### config.mk
export PLATFORM = sky130hd
export DESIGN_NAME = truth_table_sequencer_flat
export DESIGN_NICKNAME = d
export VERILOG_FILES = /design/src/rtl/tt_pkg.sv /design/src/rtl/truth_table_sequencer_if.sv /design/src/rtl/truth_table_sequencer.sv /design/src/flat_wrapper.sv
export SDC_FILE = /design/constraint.sdc
export NUM_CORES = 1
export LEC_CHECK = 0
export ABC_AREA = 1
export BUFFER_PORTS_ARGS = -buffer_cell sky130_fd_sc_hd__buf_4
export CAP_MARGIN = 20
export CORE_MARGIN = 3
export CORE_UTILIZATION = 37
export DETAILED_ROUTE_END_ITERATION = 8
export GPL_TIMING_DRIVEN = 0
export PLACE_DENSITY = 0.57
export SLEW_MARGIN = 5
export SYNTH_ARGS = -nofsm -noshare
export SYNTH_HDL_FRONTEND = slang
export SYNTH_SLANG_ARGS = --single-unit
export TNS_END_PERCENT = 50
### constraint.sdc
create_clock -name clk -period 2 [get_ports clk]
set_input_delay 0.4 -clock clk [delete_from_list [all_inputs] [get_ports clk]]
set_output_delay 0.4 -clock clk [all_outputs]
set_load 0.03 [all_outputs]
### src/rtl/tt_pkg.sv
// Shared types and sizes for the truth-table sequencer and its function bank.
// Optional comparator feature is enabled by defining TT_CHECK_EN.
package tt_pkg;
  localparam int NVEC  = 8;
  localparam int VEC_W = 3;

  typedef enum logic [1:0] {
    IDLE,
    HOLD,
    DONE
  } state_t;
endpackage

### src/rtl/truth_table_sequencer_if.sv
// Control/bank bundle between the requester, the sequencer and the PoS function bank.
// The expected/mismatch pair exists only when TT_CHECK_EN is defined.
interface truth_table_sequencer_if #(
  parameter int NFUNC = 5
);
  import tt_pkg::*;

  logic             start;
  logic [2:0]       func_sel;
  logic [NFUNC-1:0] func_out;
  logic [VEC_W-1:0] xyz;
  logic             busy;
  logic             done;
  logic [NVEC-1:0]  tt_out;
`ifdef TT_CHECK_EN
  logic [NVEC-1:0]  expected;
  logic             mismatch;

  modport master (output start, func_sel, func_out, expected,
                  input  xyz, busy, done, tt_out, mismatch);
  modport slave  (input  start, func_sel, func_out, expected,
                  output xyz, busy, done, tt_out, mismatch);
`else
  modport master (output start, func_sel, func_out,
                  input  xyz, busy, done, tt_out);
  modport slave  (input  start, func_sel, func_out,
                  output xyz, busy, done, tt_out);
`endif
endinterface

### src/rtl/truth_table_sequencer.sv
// Sweeps xyz 0..7, holds each vector SETTLE cycles, samples the selected bank output
// into tt_out. Defining TT_CHECK_EN adds a registered compare against expected.
module truth_table_sequencer
  import tt_pkg::*;
#(
  parameter int NFUNC  = 5,
  parameter int SETTLE = 1
) (
  input  logic                   clk,
  input  logic                   reset,
  truth_table_sequencer_if.slave bus
);
  localparam int               CNT_W      = $clog2(SETTLE + 1);
  localparam logic [CNT_W-1:0] CNT_RELOAD = CNT_W'(SETTLE - 1);
  localparam logic [VEC_W-1:0] LAST_VEC   = VEC_W'(NVEC - 1);

  state_t           state_q, state_d;
  logic [2:0]       sel_q, sel_d;
  logic [CNT_W-1:0] cnt_q, cnt_d;
  logic [VEC_W-1:0] xyz_q, xyz_d;
  logic [NVEC-1:0]  tt_q, tt_d, tt_sample;
  logic             sample;
`ifdef TT_CHECK_EN
  logic             mismatch_q, mismatch_d;
`endif

  // Selections beyond the bank width read as constant 0.
  assign sample = (int'(sel_q) < NFUNC) ? bus.func_out[sel_q] : 1'b0;

  // NOTE: every always_comb output gets its default first so no latch is inferred.
  always_comb begin
    tt_sample        = tt_q;
    tt_sample[xyz_q] = sample;

    state_d = state_q;
    sel_d   = sel_q;
    cnt_d   = cnt_q;
    xyz_d   = xyz_q;
    tt_d    = tt_q;
`ifdef TT_CHECK_EN
    mismatch_d = mismatch_q;
`endif

    unique case (state_q)
      IDLE: begin
        if (bus.start) begin
          sel_d   = bus.func_sel;
          xyz_d   = '0;
          tt_d    = '0;
          cnt_d   = CNT_RELOAD;
          state_d = HOLD;
`ifdef TT_CHECK_EN
          mismatch_d = 1'b0;
`endif
        end
      end
      HOLD: begin
        if (cnt_q != '0) begin
          cnt_d = cnt_q - CNT_W'(1);
        end else begin
          tt_d = tt_sample;
          if (xyz_q == LAST_VEC) begin
            state_d = DONE;
`ifdef TT_CHECK_EN
            mismatch_d = (tt_sample != bus.expected);
`endif
          end else begin
            xyz_d = xyz_q + VEC_W'(1);
            cnt_d = CNT_RELOAD;
          end
        end
      end
      DONE:    state_d = IDLE;
      default: state_d = IDLE;
    endcase
  end

  // NOTE: sequential state is updated with non-blocking assignments only.
  always_ff @(posedge clk) begin
    if (reset) begin
      state_q <= IDLE;
      sel_q   <= '0;
      cnt_q   <= '0;
      xyz_q   <= '0;
      tt_q    <= '0;
`ifdef TT_CHECK_EN
      mismatch_q <= 1'b0;
`endif
    end else begin
      state_q <= state_d;
      sel_q   <= sel_d;
      cnt_q   <= cnt_d;
      xyz_q   <= xyz_d;
      tt_q    <= tt_d;
`ifdef TT_CHECK_EN
      mismatch_q <= mismatch_d;
`endif
    end
  end

  assign bus.xyz    = xyz_q;
  assign bus.tt_out = tt_q;
  assign bus.busy   = (state_q == HOLD);
  assign bus.done   = (state_q == DONE);
`ifdef TT_CHECK_EN
  assign bus.mismatch = mismatch_q;
`endif
endmodule

### src/flat_wrapper.sv
// flat-port wrapper written by rule: the top's interface ports become plain ports
module truth_table_sequencer_flat import tt_pkg::*;
#(
  parameter int NFUNC  = 5,
  parameter int SETTLE = 1
)
  (clk, reset, bus_start, bus_func_sel, bus_func_out, bus_xyz, bus_busy, bus_done, bus_tt_out);
  truth_table_sequencer_if #(.NFUNC(NFUNC)) bus_i ();
  input  logic clk;
  input  logic reset;
  input wire logic [$bits(bus_i.start)-1:0] bus_start;
  input wire logic [$bits(bus_i.func_sel)-1:0] bus_func_sel;
  input wire logic [$bits(bus_i.func_out)-1:0] bus_func_out;
  output wire logic [$bits(bus_i.xyz)-1:0] bus_xyz;
  output wire logic [$bits(bus_i.busy)-1:0] bus_busy;
  output wire logic [$bits(bus_i.done)-1:0] bus_done;
  output wire logic [$bits(bus_i.tt_out)-1:0] bus_tt_out;
  assign bus_i.start = bus_start;
  assign bus_i.func_sel = bus_func_sel;
  assign bus_i.func_out = bus_func_out;
  assign bus_xyz = bus_i.xyz;
  assign bus_busy = bus_i.busy;
  assign bus_done = bus_i.done;
  assign bus_tt_out = bus_i.tt_out;
  truth_table_sequencer #(.NFUNC(NFUNC), .SETTLE(SETTLE)) u_core (.clk(clk), .reset(reset), .bus(bus_i));
endmodule
==> insert_results.sql, run 1 <==
INSERT INTO impl_metrics (metric_group, metric, value, unit) VALUES
('drt', 'vias', '759', ''),
('die', 'die_width', '52.8', 'µm'),
('cts', 'post_cts_resize_count', '0', ''),
('worst_setup_path', 'critical_path.reg2reg.endpoint', 'u_core.bus.xyz[2]', ''),
('worst_setup_path', 'critical_path.endpoint_type', 'primary output', ''),
('finish', 'antenna-diode-count', '0', ''),
('die', 'initial_cell_density_of_the_core', '40.2', '%'),
('sta', 'finalMaxSlewViolations', '0', ''),
('worst_setup_path', 'critical_path.max_fanout', '6', ''),
('sta', 'rsz0062_at_grt', 'no', ''),
('synth', 'ys_ff_latch', '16', ''),
('finish', 'fin_area', '0.00104', 'mm²'),
('hold_path', 'holdPathStages', '2', ''),
('finish', 'most_common_cell_after_layout_fill_and_taps_aside', 'sky130_fd_sc_hd__nand2_1', ''),
('worst_setup_path', 'cp.buffers_inverters', '2', ''),
('power_and_ir_drop', 'p_total', '634', 'µW'),
('cts', 'clock_insertion_delay_worst_skew', '280', 'ps'),
('synth', 'synth_simple_gate_area_share', '31.6', '%'),
('global_routing', 'grt_first_pass_wirelength', '2980', 'µm'),
('placed_design', 'placed_cell_area', '0.00102', 'mm²'),
('hold_path', 'min_delay_worst_endpoint', 'u_core.bus.xyz[1]', ''),
('worst_setup_path', 'worst_path_dominant_cell_family', 'flip-flops', ''),
('sta', 'final.setup.tns', '0', 'ps'),
('sta', 'final.setup_skew', '1.31', 'ps'),
('sta', 'finalSetupViolations', '0', ''),
('cts', 'worst_setup_hold_path_clk_slew', '90', 'ps'),
('cts', 'post-cts-setup-buffers', '0', ''),
('finish', 'drive_gt1_share', '24.7', '%'),
('power_and_ir_drop', 'intPower', '448', 'µW'),
('power_and_ir_drop', 'cellPowerDensity', '609', 'mW/mm²'),
('worst_setup_path', 'crit_arrival', '1100', 'ps'),
('finish', 'relative_area_change_from_synthesis_to_final_layout', '28.2', '%'),
('sta', 'final_hold_viol_count', '0', ''),
('drt', 'final_antenna_violating_net_count', '0', ''),
('worst_setup_path', 'cp_data_required_time', '1600', 'ps'),
('worst_setup_path', 'worst-setup-path-type', 'flop to primary output', ''),
('cts', 'htree_levels', '1', ''),
('global_routing', 'grt.overflow.total', '0', ''),
('global_routing', 'antenna_found_initial', '0', ''),
('die', 'rows', '16', ''),
('sta', 'slew-limit-headroom', '80.0', '%'),
('global_routing', 'grt_util_all_layers', '14.6', '%'),
('synth', 'distinct_cells_synth', '16', ''),
('power_and_ir_drop', 'vdd_drop_max', '0.000327', 'V'),
('die', 'die-height', '52.8', 'µm'),
('worst_setup_path', 'critical_path_s_largest_stage_delay', '350', 'ps'),
('run', 'max_cap_viol_count', '0', ''),
('synth', 'synthFlopType', 'sky130_fd_sc_hd__dfxtp_1', ''),
('placed_design', 'post-place-cells', '170', ''),
('cts', 'cts_hold_repair.buffers', '0', ''),
('drt', 'drt-initial-drc-count', '4', ''),
('finish', 'instances_no_fill', '173', ''),
('worst_setup_path', 'critical_path.startpoint_type', 'flop', ''),
('placed_design', 'gp_routability_congestion', '0.716', ''),
('sta', 'tightest_slew', '299', 'ps'),
('sta', 'maxClockFrequency', '667', 'MHz'),
('power_and_ir_drop', 'netSwitchingPower', '186', 'µW'),
('hold_path', 'hold_class', 'input pin to flop', ''),
('drt', 'route.detailed.wl_per_inst', '9.88', 'µm'),
('drt', 'postRouteWirelength', '1710', 'µm'),
('cts', 'numClockSinks', '16', ''),
('synth', 'synth_xor_xnor_area_share', '0', '%'),
('sta', 'period_needed', '1500', 'ps'),
('synth', 'synthAdderAreaFrac', '3.08', '%'),
('synth', 'synth-async-reset-ratio', '0', '%'),
('run_status', 'run_status', 'complete, no violations', ''),
('worst_setup_path', 'crit_path_start', 'u_core.state_q[0]', ''),
('cts', 'clk_root_buffer_cell', 'sky130_fd_sc_hd__clkbuf_4', ''),
('synth', 'mappedNetlistArea', '812', 'µm²'),
('drt', 'detail_route.first_pass.iterations', '3', ''),
('synth', 'postSynthAreaPerCell', '6.77', 'µm²');
## sequential cells by signal, summed over array words and instances (netlist names)
name,flops
u_core.state_q,2
u_core.bus.xyz,3
u_core.sel_q,3
u_core.bus.tt_out,8
## kinds of logic after synthesis
family                     count (synthesis)
AOI/OAI and AO/OA                         23
adders and majority gates                  2
buffers and inverters                     23
DFF                                       16
and+or+nand+nor                           56
## layout make-up
type                       count  area (µm²)  share of cell area, %
timing repair buffer          23         173                   16.6
multi-input combinational     81         397                   38.1
buffer                         2        16.3                   1.56
clock buffer                   3        22.5                   2.16
inverter                      21        78.8                   7.57
tap                           27        33.8                   3.25
sequential                    16         320                   30.8
## how the worst max path moves through the flow
stage,end,cells after the start,slack [ps]
after floorplan,u_core.bus.xyz[2],6,580
after global placement,u_core.bus.xyz[1],6,690
after detailed placement,u_core.bus.xyz[2],6,680
after CTS,bus_busy,3,490
after global routing,bus_busy,3,430
final,bus_busy,3,500
## stage by stage
step	utilization, %	setup slack, ps
3_5_place_dp	50.4	680
6_report	51.5	502
3_3_place_gp	50.4	690
5_1_grt	51.5	427
2_1_floorplan	-	576
4_1_cts	51.5	487
## power by group through the flow
stage / Combinational, µW / Sequential, µW / Clock [µW]
final: 126 / 341 / 167
after CTS: 128 / 341 / 177
after global routing: 143 / 343 / 188
after global placement: 126 / 348 / 0
after floorplan: 73.0 / 358 / 0
after detailed placement: 128 / 349 / 0
## layer usage
layer  global-route usage [%]  up-vias  wire length (µm)
li1                         -      429                 -
met1                     17.0      312               821
met2                     25.6       16               798
met3                     1.99        2                75
met4                     7.66        0                14
met5                        0        -                 0
## cells in the mapped netlist, types with 2 or more instances
cell type / n / share of area, %
sky130_fd_sc_hd__inv_1: 19 / 8.8
sky130_fd_sc_hd__a21oi_1: 13 / 8.0
sky130_fd_sc_hd__nand2_1: 30 / 14
sky130_fd_sc_hd__nand3_1: 6 / 3.7
sky130_fd_sc_hd__nor2_4: 2 / 2.8
sky130_fd_sc_hd__o21ai_0: 8 / 4.9
sky130_fd_sc_hd__dfxtp_1: 16 / 39
sky130_fd_sc_hd__inv_2: 2 / 0.92
sky130_fd_sc_hd__nor2_1: 14 / 6.5
sky130_fd_sc_hd__nand2_4: 2 / 2.8
sky130_fd_sc_hd__o21ai_1: 2 / 1.2
sky130_fd_sc_hd__ha_1: 2 / 3.1
## worst register-to-register path: stages, from the launching register on
cell and delay, ps:
sky130_fd_sc_hd__dfxtp_1 470, sky130_fd_sc_hd__ha_1 190, sky130_fd_sc_hd__ha_1 200, sky130_fd_sc_hd__nor2_4 60
sky130_fd_sc_hd__nor2_2 150, sky130_fd_sc_hd__nand2_1 70, sky130_fd_sc_hd__a21oi_1 120
No activity file was read; power rests on OpenSTA's default activity.
==> inputs of run 2 (changes only) <==
PLACE_DENSITY = 0.6   (was 0.57)
clock period = 1.2 ns   (was 2 ns; I/O delays follow)
==> run 2 against run 1 <==
Net effect: sequential power up 66%; combinational power up 92%; first-iteration DRC count rose to 3.0 times the previous value; clock skew up 3.4 ps; routed wire length up 7.3%; worst hold slack worse by 180 ps; global-route usage down 0.73 points; worst setup slack worse by 480 ps; largest power group unchanged.
==> insert_results.sql, run 2 (synthesis results as in run 1) <==
INSERT INTO impl_metrics (metric_group, metric, value, unit) VALUES
('sta', 'period_needed', '1170', 'ps'),
('cts', 'numClockSinks', '16', ''),
('sta', 'slew-limit-headroom', '88.1', '%'),
('global_routing', 'grt_first_pass_wirelength', '2820', 'µm'),
('finish', 'antenna-diode-count', '0', ''),
('drt', 'postRouteWirelength', '1830', 'µm'),
('drt', 'route.detailed.wl_per_inst', '10.3', 'µm'),
('finish', 'design.final.nets', '165', ''),
('sta', 'post_route_worst_setup_slack', '26.0', 'ps'),
('drt', 'drt-initial-drc-count', '12', ''),
('placed_design', 'placed_cell_area', '0.00103', 'mm²'),
('die', 'die-height', '52.8', 'µm'),
('drt', 'vias', '816', ''),
('worst_setup_path', 'critical_path.endpoint_type', 'primary output', ''),
('worst_setup_path', 'reg2regPathDepth', '6', ''),
('hold_path', 'min_delay_worst_endpoint', 'u_core.bus.xyz[2]', ''),
('worst_setup_path', 'worst_flop_to_flop_path_startpoint', 'u_core.bus.xyz[0]', ''),
('global_routing', 'pin_count_of_the_biggest_net_entering_global_routing', '11', ''),
('global_routing', 'antenna_found_initial', '0', ''),
('hold_path', 'hold_class', 'input pin to flop', ''),
('cts', 'cts.path.max_buffers', '2', ''),
('cts', 'htree_levels', '1', ''),
('finish', 'relative_area_change_from_synthesis_to_final_layout', '39.9', '%'),
('run', 'max_cap_viol_count', '0', ''),
('finish', 'drive_gt1_share', '33.8', '%'),
('run_status', 'run_status', 'complete, no violations', ''),
('drt', 'via_per_inst', '4.58', ''),
('die', 'io-pin-count', '24', ''),
('placed_design', 'dpl_worst_slack', '-20.3', 'ps'),
('worst_setup_path', 'crit_arrival', '930', 'ps'),
('worst_setup_path', 'worst-setup-path-type', 'flop to primary output', ''),
('hold_path', 'timing.hold.worst.start', 'reset', ''),
('cts', 'tritoncts', 'built', ''),
('finish', 'finalCoreUtilization', '56.2', '%'),
('finish', 'fin_area', '0.00114', 'mm²'),
('worst_setup_path', 'critical_path_s_largest_stage_delay', '370', 'ps'),
('worst_setup_path', 'critical_path.max_fanout', '2', ''),
('sta', 'rsz0062_at_grt', 'yes', ''),
('die', 'die_width', '52.8', 'µm'),
('placed_design', 'detailed_place_hpwl', '1330', 'µm'),
('placed_design', 'buffer_ports.inserted', '23', ''),
('worst_setup_path', 'cp.buffers_inverters', '2', ''),
('worst_setup_path', 'slowest_cp_cell', 'sky130_fd_sc_hd__dfxtp_2', ''),
('cts', 'cts_made_buffers', '3', ''),
('die', 'initial_cell_density_of_the_core', '40.2', '%'),
('sta', 'final.setup.tns', '0', 'ps'),
('cts', 'cts_hold_repair.buffers', '0', ''),
('worst_setup_path', 'cp_cell_sequence', 'inv_2, nor2_1, buf_4', ''),
('cts', 'clk_root_buffer_cell', 'sky130_fd_sc_hd__clkbuf_4', ''),
('worst_setup_path', 'worst_path_dominant_cell_family', 'flip-flops', ''),
('power_and_ir_drop', 'leakage_dissipation', '0.000565', 'µW'),
('finish', 'largest_reg_flops', '8', ''),
('worst_setup_path', 'setup.reg_to_reg.worst_slack', '50', 'ps'),
('global_routing', 'grt.overflow.total', '0', ''),
('finish', 'most_common_cell_after_layout_fill_and_taps_aside', 'sky130_fd_sc_hd__nand2_1', ''),
('global_routing', 'grt_util_all_layers', '13.9', '%'),
('power_and_ir_drop', 'vdd_drop_max', '0.000573', 'V'),
('sta', 'final_critical_path_share_of_the_clock_period', '97.8', '%'),
('drt', 'final_antenna_violating_net_count', '0', ''),
('sta', 'finalSetupViolations', '0', ''),
('drt', 'detail_route.first_pass.iterations', '4', ''),
('finish', 'final_cell_mix', 'sky130_fd_sc_hd__nand2_1 (29), sky130_fd_sc_hd__buf_4 (25), sky130_fd_sc_hd__inv_1 (17)', ''),
('cts', 'clock_insertion_delay_worst_skew', '290', 'ps'),
('worst_setup_path', 'cp_data_required_time', '960', 'ps'),
('cts', 'worst_setup_hold_path_clk_slew', '100', 'ps'),
('power_and_ir_drop', 'cellPowerDensity', '1030', 'mW/mm²'),
('sta', 'maxClockFrequency', '852', 'MHz'),
('finish', 'n_fill_cell', '210', ''),
('die', 'fp.dieArea', '0.00279', 'mm²'),
('drt', 'final_routed_drc_violation_total', '0', ''),
('worst_setup_path', 'critical_path.reg2reg.endpoint', 'u_core.bus.xyz[0]', ''),
('sta', 'finalMaxSlewViolations', '0', ''),
('hold_path', 'holdPathStages', '2', ''),
('placed_design', 'gp_routability_congestion', '0.750', ''),
('sta', 'final_hold_viol_count', '0', ''),
('die', 'fp.coreArea', '0.00202', 'mm²'),
('sta', 'final.setup_skew', '4.68', 'ps'),
('sta', 'tightest_slew', '179', 'ps'),
('global_routing', 'via_count_of_the_first_global_routing_pass', '685', ''),
('worst_setup_path', 'critical_path.startpoint_type', 'flop', ''),
('die', 'rows', '16', '');
==> run 2: worst max-delay path by stage <==
stage | start | to | slack [ps] | cells after the start
4_1_cts | u_core.state_q[0] | bus_busy | 6 | 3
3_3_place_gp | u_core.bus.xyz[0] | u_core.bus.xyz[0] | -20 | 6
5_1_grt | u_core.state_q[0] | u_core.bus.xyz[0] | -30 | 8
2_1_floorplan | u_core.bus.xyz[0] | u_core.bus.xyz[0] | -10 | 6
6_report | u_core.state_q[1] | bus_done | 30 | 3
3_5_place_dp | u_core.bus.xyz[0] | u_core.bus.xyz[1] | -20 | 6
==> run 2: layout make-up <==
type | count | area [µm²] | share of cell area (%)
buffer | 2 | 16.3 | 1.43
clock buffer | 4 | 36.3 | 3.19
inverter | 21 | 78.8 | 6.94
multi-input combinational | 81 | 429 | 37.8
sequential | 16 | 332 | 29.2
tap | 27 | 33.8 | 2.97
timing repair buffer | 27 | 210 | 18.5
==> run 2: through the flow <==
stage	hold WS [ps]	total power, µW	std cells
finish	123	1170	178
global placement	433	790	170
floorplan	299	718	120
global route	124	1230	178
CTS	110	1180	176
detailed placement	432	794	170
==> run 2: what timing repair did <==
action	in CTS	in global routing
gates resized for setup	6	6
setup endpoints to repair	5	14
buffers inserted	2	2
pin swaps	2	4
==> run 2: power by group <==
| part | internal [µW] | total [µW] | switching [µW] |
|---|---|---|---|
| clock network | 185 | 361 | 176 |
| registers | 551 | 566 | 15.1 |
| logic | 96.1 | 242 | 145 |
==> run 2: worst reg2reg max path: stages, from the launching register on <==
cell,delay (ps)
sky130_fd_sc_hd__dfxtp_4,370
sky130_fd_sc_hd__ha_4,160
sky130_fd_sc_hd__ha_4,160
sky130_fd_sc_hd__nor2_4,160
sky130_fd_sc_hd__nor2_4,70
sky130_fd_sc_hd__nor2_1,100
sky130_fd_sc_hd__nor2_1,40
==> run 2: per-layer routing <==
| layer | global-route usage [%] | share of wire (%) | wire length, µm |
|---|---|---|---|
| met5 | 0 | 0 | 0 |
| met4 | 7.66 | 1.3 | 23 |
| met3 | 2.56 | 5.1 | 93 |
| met2 | 22.1 | 50 | 916 |
| met1 | 17.4 | 44 | 801 |
==> inputs of run 3 (changes only) <==
SETUP_SLACK_MARGIN = 0.05   (was not set)
==> run 3 against run 2 <==
Net effect: critical path depth is the same; sequential power barely moved; routed wire length increased by 8.5%; total power up 3.2%; sequential share of layout area down 1.5 points; clock power hardly changed; largest power group unchanged; count of clock-buffer cells in the layout stayed put; worst setup slack better by 11 ps; die area unchanged.
==> insert_results.sql, run 3 (synthesis results as in run 1) <==
INSERT INTO impl_metrics (metric_group, metric, value, unit) VALUES
('run_status', 'run_status', 'complete, no violations', ''),
('hold_path', 'hold_class', 'input pin to flop', ''),
('die', 'die_width', '52.8', 'µm'),
('drt', 'route.detailed.wl_per_inst', '11.1', 'µm'),
('cts', 'cts_hold_repair.buffers', '0', ''),
('finish', 'largest_reg_flops', '8', ''),
('sta', 'final_hold_viol_count', '0', ''),
('cts', 'htree_levels', '1', ''),
('cts', 'cts.path.max_buffers', '2', ''),
('sta', 'holdWs', '132', 'ps'),
('run', 'max_cap_viol_count', '0', ''),
('drt', 'vias', '825', ''),
('die', 'rows', '16', ''),
('die', 'io-pin-count', '24', ''),
('finish', 'antenna-diode-count', '0', ''),
('die', 'fp.coreArea', '0.00202', 'mm²'),
('worst_setup_path', 'slowest_cp_cell', 'sky130_fd_sc_hd__dfxtp_2', ''),
('global_routing', 'antenna_found_initial', '0', ''),
('worst_setup_path', 'critical_path.endpoint_type', 'primary output', ''),
('power_and_ir_drop', 'leakage_dissipation', '0.000583', 'µW'),
('global_routing', 'grt_util_all_layers', '15.7', '%'),
('global_routing', 'grt.overflow.total', '0', ''),
('sta', 'finalMaxSlewViolations', '0', ''),
('sta', 'final.setup.tns', '0', 'ps'),
('cts', 'clock_insertion_delay_worst_skew', '290', 'ps'),
('global_routing', 'pin_count_of_the_biggest_net_entering_global_routing', '11', ''),
('sta', 'final.setup_skew', '9.81', 'ps'),
('drt', 'final_antenna_violating_net_count', '0', ''),
('power_and_ir_drop', 'p_total', '1210', 'µW'),
('worst_setup_path', 'worst_path_dominant_cell_family', 'flip-flops', ''),
('finish', 'most_common_cell_after_layout_fill_and_taps_aside', 'sky130_fd_sc_hd__nand2_1', ''),
('sta', 'period_needed', '1160', 'ps'),
('sta', 'final_critical_path_share_of_the_clock_period', '96.9', '%'),
('power_and_ir_drop', 'netSwitchingPower', '355', 'µW'),
('power_and_ir_drop', 'clockPowerShare', '29.8', '%'),
('power_and_ir_drop', 'seq_power_share', '46.8', '%'),
('worst_setup_path', 'cp_data_required_time', '960', 'ps'),
('worst_setup_path', 'cp.buffers_inverters', '2', ''),
('worst_setup_path', 'crit_arrival', '920', 'ps'),
('finish', 'drive_gt1_share', '42.5', '%'),
('cts', 'clk_root_buffer_cell', 'sky130_fd_sc_hd__clkbuf_4', ''),
('die', 'fp.dieArea', '0.00279', 'mm²'),
('sta', 'tightest_slew', '220', 'ps'),
('drt', 'postRouteWirelength', '1990', 'µm'),
('drt', 'detail_route.first_pass.iterations', '2', ''),
('power_and_ir_drop', 'pwr-share-comb', '23.4', '%'),
('sta', 'rsz0062_at_grt', 'yes', ''),
('power_and_ir_drop', 'vdd_drop_max', '0.000671', 'V'),
('sta', 'finalSetupViolations', '0', ''),
('cts', 'tritoncts', 'built', ''),
('placed_design', 'buffer_ports.inserted', '23', ''),
('cts', 'numClockSinks', '16', ''),
('sta', 'maxClockFrequency', '860', 'MHz'),
('finish', 'n_fill_cell', '202', ''),
('finish', 'final_cell_mix', 'sky130_fd_sc_hd__nand2_1 (29), sky130_fd_sc_hd__buf_4 (24), sky130_fd_sc_hd__inv_1 (15)', ''),
('placed_design', 'detailed_place_hpwl', '1340', 'µm'),
('drt', 'final_routed_drc_violation_total', '0', ''),
('sta', 'slew-limit-headroom', '85.3', '%'),
('drt', 'via_per_inst', '4.58', ''),
('power_and_ir_drop', 'netSwitchingFraction', '29.4', '%'),
('power_and_ir_drop', 'cellPowerDensity', '1000', 'mW/mm²'),
('cts', 'cts_made_buffers', '3', ''),
('worst_setup_path', 'critical_path.startpoint_type', 'flop', ''),
('drt', 'drt-initial-drc-count', '14', ''),
('power_and_ir_drop', 'intPower', '851', 'µW'),
('finish', 'design.final.nets', '167', ''),
('cts', 'worst_setup_hold_path_clk_slew', '90', 'ps'),
('die', 'initial_cell_density_of_the_core', '40.2', '%'),
('worst_setup_path', 'critical_path.max_fanout', '2', ''),
('die', 'die-height', '52.8', 'µm'),
('worst_setup_path', 'critical_path_s_largest_stage_delay', '360', 'ps'),
('worst_setup_path', 'cp_cell_sequence', 'inv_2, nor2_1, buf_4', ''),
('global_routing', 'via_count_of_the_first_global_routing_pass', '749', ''),
('global_routing', 'grt_first_pass_wirelength', '3150', 'µm'),
('finish', 'relative_area_change_from_synthesis_to_final_layout', '48.5', '%'),
('placed_design', 'gp_routability_congestion', '0.731', ''),
('worst_setup_path', 'worst-setup-path-type', 'flop to primary output', '');
-- run 3: cell types whose count changed in the layout (fill, tap and decap cells not counted), sizes merged --
cell / change
buf: +2
-- run 3: worst reg2reg max path: cells and delay by family (launching register included) --
family                     cells  cell delay, ps
DFF                            1             370
adders and majority gates      2             330
and+or+nand+nor                4             330
-- run 3: power by group through the flow --
stage	clock network, µW	logic (µW)	registers [µW]
final	360	282	564
after global routing	392	307	567
after CTS	371	245	563
after detailed placement	0	219	581
after global placement	0	214	581
after floorplan	0	126	597
-- run 3: metrics by stage --
stage / std cells / utilization (%) / setup slack, ps / instance area, µm²
after global placement: 170 / 51.2 / 31.2 / 1040
final: 180 / 59.7 / 37.1 / 1210
after global routing: 180 / 59.7 / -29.2 / 1210
after CTS: 179 / 55.6 / 20.2 / 1120
after detailed placement: 170 / 51.2 / 15.6 / 1040
after floorplan: 120 / - / 32.9 / 830
-- run 3: routing by layer --
metal,GRT usage [%],up-vias,routed length (µm)
met5,0,-,0
met4,6.38,0,10
met3,3.70,2,103
met2,27.5,16,1010
met1,18.1,366,870
li1,-,441,-
-- run 3: area by class of cell --
class                      count  area (µm²)  share of cell area, %
multi-input combinational     81         468                   38.8
sequential                    16         334                   27.7
timing repair buffer          29         236                   19.6
inverter                      21        81.3                   6.74
clock buffer                   4        36.3                   3.01
tap                           27        33.8                   2.80
buffer                         2        16.3                   1.35
-- run 3: path summary, 6_finish.rpt --
check                                       start                end  slack, ps  cells after the start
worst max register to register  u_core.bus.xyz[0]  u_core.bus.xyz[0]         70                      6
worst max-delay path            u_core.state_q[1]           bus_done         40                      3
worst min register to register    u_core.sel_q[2]    u_core.sel_q[2]        480                      2
worst min-delay path                        reset  u_core.bus.xyz[2]        130                      2
-- run 3: repair_timing --
item / 4_1_cts / 5_1_grt
pin swaps: 3 / 9
setup buffers: 5 / 1
gates resized for setup: 4 / 26
endpoints found under the setup margin: 5 / 17
